File: src/rtl/cp0_regs.sv
// cp0_regs: CP0 Status/Cause/EPC/BadVAddr/Count/Compare registers
// with exception commit, eret and timer/interrupt request generation.
module cp0_regs #(
  parameter int COUNT_DIV = 2
) (
  input  logic        clk,
  input  logic        resetn,
  input  logic        wb_ex,
  input  logic        wb_bd,
  input  logic [4:0]  wb_excode,
  input  logic [31:0] wb_pc,
  input  logic [31:0] wb_badvaddr,
  input  logic        eret_flush,
  input  logic [5:0]  ext_int_in,
  input  logic [7:0]  cp0_addr,
  input  logic        mtc0_we,
  input  logic [31:0] cp0_wdata,
  output logic [31:0] cp0_rdata,
  output logic [31:0] cp0_epc,
  output logic [31:0] cp0_status,
  output logic [31:0] cp0_cause,
  output logic        int_req
);

  localparam logic [7:0] A_BADV = 8'h40;
  localparam logic [7:0] A_CNT  = 8'h48;
  localparam logic [7:0] A_CMP  = 8'h58;
  localparam logic [7:0] A_STAT = 8'h60;
  localparam logic [7:0] A_CAUS = 8'h68;
  localparam logic [7:0] A_EPC  = 8'h70;

  logic [7:0]  im_q, im_d;
  logic        exl_q, exl_d;
  logic        ie_q, ie_d;
  logic        bd_q, bd_d;
  logic        ti_q, ti_d;
  logic [5:0]  iph_q, iph_d;
  logic [1:0]  ips_q, ips_d;
  logic [4:0]  exc_q, exc_d;
  logic [31:0] epc_q, epc_d;
  logic [31:0] bad_q, bad_d;
  logic [31:0] cnt_q, cnt_d;
  logic [31:0] cmp_q, cmp_d;
  logic        tick_q, tick_d;
  logic        irq_q, irq_d;
  logic        mtc;
  logic        inc;

  always_comb begin
    im_d   = im_q;
    exl_d  = exl_q;
    ie_d   = ie_q;
    bd_d   = bd_q;
    ti_d   = ti_q;
    ips_d  = ips_q;
    exc_d  = exc_q;
    epc_d  = epc_q;
    bad_d  = bad_q;
    cnt_d  = cnt_q;
    cmp_d  = cmp_q;
    mtc    = mtc0_we & ~wb_ex;
    inc    = (COUNT_DIV == 1) ? 1'b1 : tick_q;
    tick_d = (COUNT_DIV == 1) ? 1'b0 : ~tick_q;

    if (mtc && cp0_addr == A_CNT) begin
      cnt_d  = cp0_wdata;
      tick_d = 1'b0;
      inc    = 1'b0;
    end else if (inc) begin
      cnt_d = cnt_q + 32'd1;
    end

    // A Compare write wins over a same-edge match
    if (mtc && cp0_addr == A_CMP) begin
      cmp_d = cp0_wdata;
      ti_d  = 1'b0;
    end else if (inc && cnt_d == cmp_q) begin
      ti_d = 1'b1;
    end

    if (mtc && cp0_addr == A_STAT) begin
      im_d  = cp0_wdata[15:8];
      exl_d = cp0_wdata[1];
      ie_d  = cp0_wdata[0];
    end
    if (mtc && cp0_addr == A_CAUS) ips_d = cp0_wdata[9:8];
    if (mtc && cp0_addr == A_EPC)  epc_d = cp0_wdata;

    iph_d = {ext_int_in[5] | ti_d, ext_int_in[4:0]};

    if (wb_ex) begin
      exl_d = 1'b1;
      exc_d = wb_excode;
      if (!exl_q) begin
        epc_d = wb_bd ? wb_pc - 32'd4 : wb_pc;
        bd_d  = wb_bd;
      end
      if (wb_excode == 5'h04 || wb_excode == 5'h05) bad_d = wb_badvaddr;
    end else if (eret_flush) begin
      exl_d = 1'b0;
    end

    irq_d = ie_q & ~exl_q & (|({iph_q, ips_q} & im_q));
  end

  always_ff @(posedge clk or negedge resetn) begin
    if (!resetn) begin
      im_q   <= '0;
      exl_q  <= 1'b0;
      ie_q   <= 1'b0;
      bd_q   <= 1'b0;
      ti_q   <= 1'b0;
      iph_q  <= '0;
      ips_q  <= '0;
      exc_q  <= '0;
      epc_q  <= '0;
      bad_q  <= '0;
      cnt_q  <= '0;
      cmp_q  <= '0;
      tick_q <= 1'b0;
      irq_q  <= 1'b0;
    end else begin
      im_q   <= im_d;
      exl_q  <= exl_d;
      ie_q   <= ie_d;
      bd_q   <= bd_d;
      ti_q   <= ti_d;
      iph_q  <= iph_d;
      ips_q  <= ips_d;
      exc_q  <= exc_d;
      epc_q  <= epc_d;
      bad_q  <= bad_d;
      cnt_q  <= cnt_d;
      cmp_q  <= cmp_d;
      tick_q <= tick_d;
      irq_q  <= irq_d;
    end
  end

  assign cp0_status = {9'b0, 1'b1, 6'b0, im_q, 6'b0, exl_q, ie_q};
  assign cp0_cause  = {bd_q, ti_q, 14'b0, iph_q, ips_q, 1'b0, exc_q, 2'b0};
  assign cp0_epc    = epc_q;
  assign int_req    = irq_q;

  always_comb begin
    case (cp0_addr)
      A_BADV:  cp0_rdata = bad_q;
      A_CNT:   cp0_rdata = cnt_q;
      A_CMP:   cp0_rdata = cmp_q;
      A_STAT:  cp0_rdata = cp0_status;
      A_CAUS:  cp0_rdata = cp0_cause;
      A_EPC:   cp0_rdata = epc_q;
      default: cp0_rdata = 32'h0;
    endcase
  end

endmodule

File: config.mk
export PLATFORM = sky130hd
export DESIGN_NAME = cp0_regs
export DESIGN_NICKNAME = d
export VERILOG_FILES = /design/src/rtl/cp0_regs.sv
export SDC_FILE = /design/constraint.sdc
export NUM_CORES = 1
export LEC_CHECK = 0
export ABC_AREA = 1
export BUFFER_PORTS_ARGS = -buffer_cell sky130_fd_sc_hd__buf_4
export CAP_MARGIN = 20
export CORE_MARGIN = 1.5
export CORE_UTILIZATION = 35
export DETAILED_ROUTE_END_ITERATION = 10
export GPL_TIMING_DRIVEN = 0
export PLACE_DENSITY = 0.56
export REMOVE_ABC_BUFFERS = 1
export SETUP_SLACK_MARGIN = 0.3
export SYNTH_ARGS = -nofsm -noshare
export SYNTH_HDL_FRONTEND = slang
export SYNTH_SLANG_ARGS = --single-unit
File: constraint.sdc
create_clock -name clk -period 3.3 [get_ports clk]
set_input_delay 0.165 -clock clk [delete_from_list [all_inputs] [get_ports clk]]
set_output_delay 0.165 -clock clk [all_outputs]
set_load 0.02 [all_outputs]
==> results.sh <==
export IMPL_grt_pass1_wl_mm=55.5
export IMPL_r2r_cells=17
export IMPL_arrival_ns=3.09
export IMPL_powerDensity_mw_per_mm2=447
export IMPL_synth_seq_cells=155
export IMPL_yosysTopAreaCell="dfrtp_1"
export IMPL_routedWlPerCell_um=17.6
export IMPL_port_buffers=210
export IMPL_worstMarginPinSlew_ns=0.904
export IMPL_topRoutingLayerUsed="met4"
export IMPL_setup_viol=0
export IMPL_post_dp_hpwl_mm=26.8
export IMPL_worst_ir_drop_vdd_mv=0.271
export IMPL_cts_root_buf="clkbuf_16"
export IMPL_antenna_found_initial=2
export IMPL_timing_rr_start="cnt_q[0]$_DFF_PN0_"
export IMPL_path_depth=10
export IMPL_worst_path_buf_inv=4
export IMPL_wl_met3_mm=2.16
export IMPL_cp_startpoint="cp0_addr[6]"
export IMPL_yosys_cell_types_count=47
export IMPL_rows=61
export IMPL_avgSynthCellArea_um2=7.07
export IMPL_required_ns=3.62
export IMPL_cts_num_sinks=155
export IMPL_dpl_cell_area_mm2=0.0118
export IMPL_crit_path_end_kind="flop"
export IMPL_start_util_pct=35.7
export IMPL_clockBufferDepth=2
export IMPL_gp_congestion=0.869
export IMPL_drtPass1Iterations=6
export IMPL_syn2layout_area_growth_pct=33.5
export IMPL_cpMaxStageDelayCell="clkinv_2"
export IMPL_path_clk_slew_ns=0.07
export IMPL_synth_top_area_share_pct=38.9
export IMPL_layout_min_cycle_time_ns=2.78
export IMPL_hp_class="input port to flop"
export IMPL_wl_met2_mm=17.0
export IMPL_grt_total_usage_pct=25.1
export IMPL_die_w_um=172
export IMPL_yosysWarnings=0
export IMPL_clk_latency_ns=0.44
export IMPL_rsz0062_at_grt="no"
export IMPL_cpPeakStageDelay_ns=0.64
export IMPL_p_leak_nw=6.77
export IMPL_finalWirelength_mm=36.6
export IMPL_overflow=0
export IMPL_start_kind="input port"
export IMPL_hold_viol=0
export IMPL_drv_cap=0
export IMPL_cp_common_cell="nand2_1"
export IMPL_numCtsBuffers=17
export IMPL_wl_met1_mm=16.8
export IMPL_final_max_slew_violation_count=0
export IMPL_grt_pass1_vias=9816
export IMPL_place_ws_ns=-0.238
export IMPL_cts_htree_levels=4
export IMPL_fin_skew_ns=0.0103
export IMPL_seq_area_frac_synth_pct=38.9
export IMPL_grt_start_max_net_pins=88
export IMPL_endpoint="cp0_epc[21]$_DFF_PN0_"
export IMPL_drt_initial_drc_count=829
export IMPL_antenna_left=0
export IMPL_path_cells="buf_4 -> nand2_1 -> nor3_1 -> nand2_1 -> clkinv_2 -> nand2_2 -> buf_12 -> mux2_2 -> o21ai_0 -> inv_1"
export IMPL_layout_drive_gt1_share_pct=19.6
export IMPL_ys_top_cells_by_count="nand2_1, inv_1, dfrtp_1"
export IMPL_finalWorstSetupSlack_ns=0.525
export IMPL_dieArea_mm2=0.0295
export IMPL_vias_per_cell=5.00
export IMPL_cp_max_fo=41
export IMPL_holdPathStages=2
export IMPL_synth_edf_count=0
export IMPL_ys_flop_type="dfrtp_1"
export IMPL_r2r_slack_ns=0.58
export IMPL_core_mm2=0.0279
export IMPL_remaining_drc_errors=0
export IMPL_nets=1806
export IMPL_num_vias=10400
export IMPL_syn_inst=1411
export IMPL_r2r_end="iph_q[5]$_DFF_PN0_"
export IMPL_setup_tns_ns=0
export IMPL_fin_area_mm2=0.0133
export IMPL_relSlewSlack_pct=39.6
export IMPL_outcome="finished, final reports clean"
export IMPL_path_class="input port to flop"
export IMPL_synthMostInstantiatedCell="nand2_1"
export IMPL_fmax_mhz=360
export IMPL_cts_tree="built"
export IMPL_ioPinCount=250
export IMPL_crit_family="simple AND/OR/NAND/NOR gates"
export IMPL_syn_cell_area_mm2=0.00998
export IMPL_period_share_pct=84.1
export IMPL_async_flop_share_pct=100
export IMPL_die_height_um=172
export IMPL_synth_top_cells_by_area="dfrtp_1, nand2_1, inv_1, o21ai_0, nand3_1"
==> report_power, final <==
group          total [mW]  switching [mW]  internal [mW]
clock network        2.14           0.865           1.27
registers            2.37           0.222           2.15
logic                1.44           0.847          0.596
==> timing repair <==
action	in CTS	in global routing
resized for setup	0	3
setup endpoints to repair	2	7
buffers inserted	0	3
hold buffers	82	0
gates cloned	1	1
endpoints found under the hold margin	152	0
pin swaps	1	1
==> worst min path at each step <==
stage	start	endpoint	slack [ns]
6_report	wb_ex	exc_q[3]$_DFFE_PN0P_	0.01
5_1_grt	wb_ex	exc_q[2]$_DFFE_PN0P_	0.02
4_1_cts	wb_ex	exc_q[2]$_DFFE_PN0P_	0.001
3_5_place_dp	resetn	cp0_epc[0]$_DFF_PN0_	0.17
3_3_place_gp	ext_int_in[4]	iph_q[4]$_DFF_PN0_	0.27
2_1_floorplan	resetn	bad_q[0]$_DFFE_PN0P_	-0.13
==> layer usage <==
metal	vias up	global-route usage [%]
li1	5026	-
met1	4934	35.2
met2	363	40.5
met3	41	3.82
met4	0	6.58
met5	-	0
==> registers in the layout (all words and copies together) (netlist names), 2 cells and up <==
register	flops
bad_q	32
iph_q	6
cnt_q	32
im_q	8
cp0_epc	32
exc_q	5
ips_q	2
cmp_q	32
==> layout make-up <==
type / instances / area (µm²)
fill: 2861 / 14600
multi-input combinational: 993 / 4950
sequential: 155 / 3880
timing repair buffer: 301 / 2580
inverter: 215 / 808
tap: 378 / 473
clock buffer: 18 / 429
clock inverter: 13 / 189
antenna: 1 / 2.50
==> cells by family (layout without fill, tap and decap cells) <==
| family | count (synthesis) | after routing | share of synthesized area (%) |
|---|---|---|---|
| buffers and inverters | 302 | 547 | 13.3 |
| AOI/OAI and AO/OA | 229 | 229 | 13.2 |
| DFF | 155 | 155 | 38.9 |
| muxes | 33 | 33 | 3.72 |
| adders and majority gates | 2 | 2 | 0.251 |
| xor gates and xnor gates | 10 | 10 | 0.878 |
| other | 2 | 40 | 0.0753 |
| and+or+nand+nor | 678 | 680 | 29.7 |
==> per-stage QoR <==
stage,instances,util [%],hold slack [ns],power [mW]
after floorplan,1361,-,-0.131,3.17
after CTS,2069,47.5,0.00116,5.97
final,2074,47.7,0.0128,5.95
after detailed placement,1955,42.3,0.174,3.75
after global placement,1949,41.7,0.275,3.73
after global routing,2074,47.7,0.0157,6.26
==> worst register-to-register path: cells and delay by family, from the launching register on <==
family,cells,cell delay [ns]
adder cells (fa/ha/maj),1,0.23
flip-flops,1,0.45
AND/OR/NAND/NOR,16,1.98
==> placed cells by master, fill, tap and decap left out, types with 5 or more instances in the layout <==
cell           count
nor2_1           104
a211oi_1           8
buf_4            211
o21bai_1           5
mux2_2            32
nand4_1           29
inv_2              5
inv_1            209
o21ai_0          114
a221oi_1          15
a31oi_1            6
xnor2_1            5
o22ai_1           23
a21oi_1           39
nand2_2           10
clkbuf_16         17
conb_1            39
nand3_1           86
nor2_2             5
dfrtp_1          154
o211ai_1           8
dlygate4sd3_1     82
xor2_1             5
nand2_1          402
nor2_4            13
nor3_1             9
Note: power is estimated with default switching activity, not from simulation.
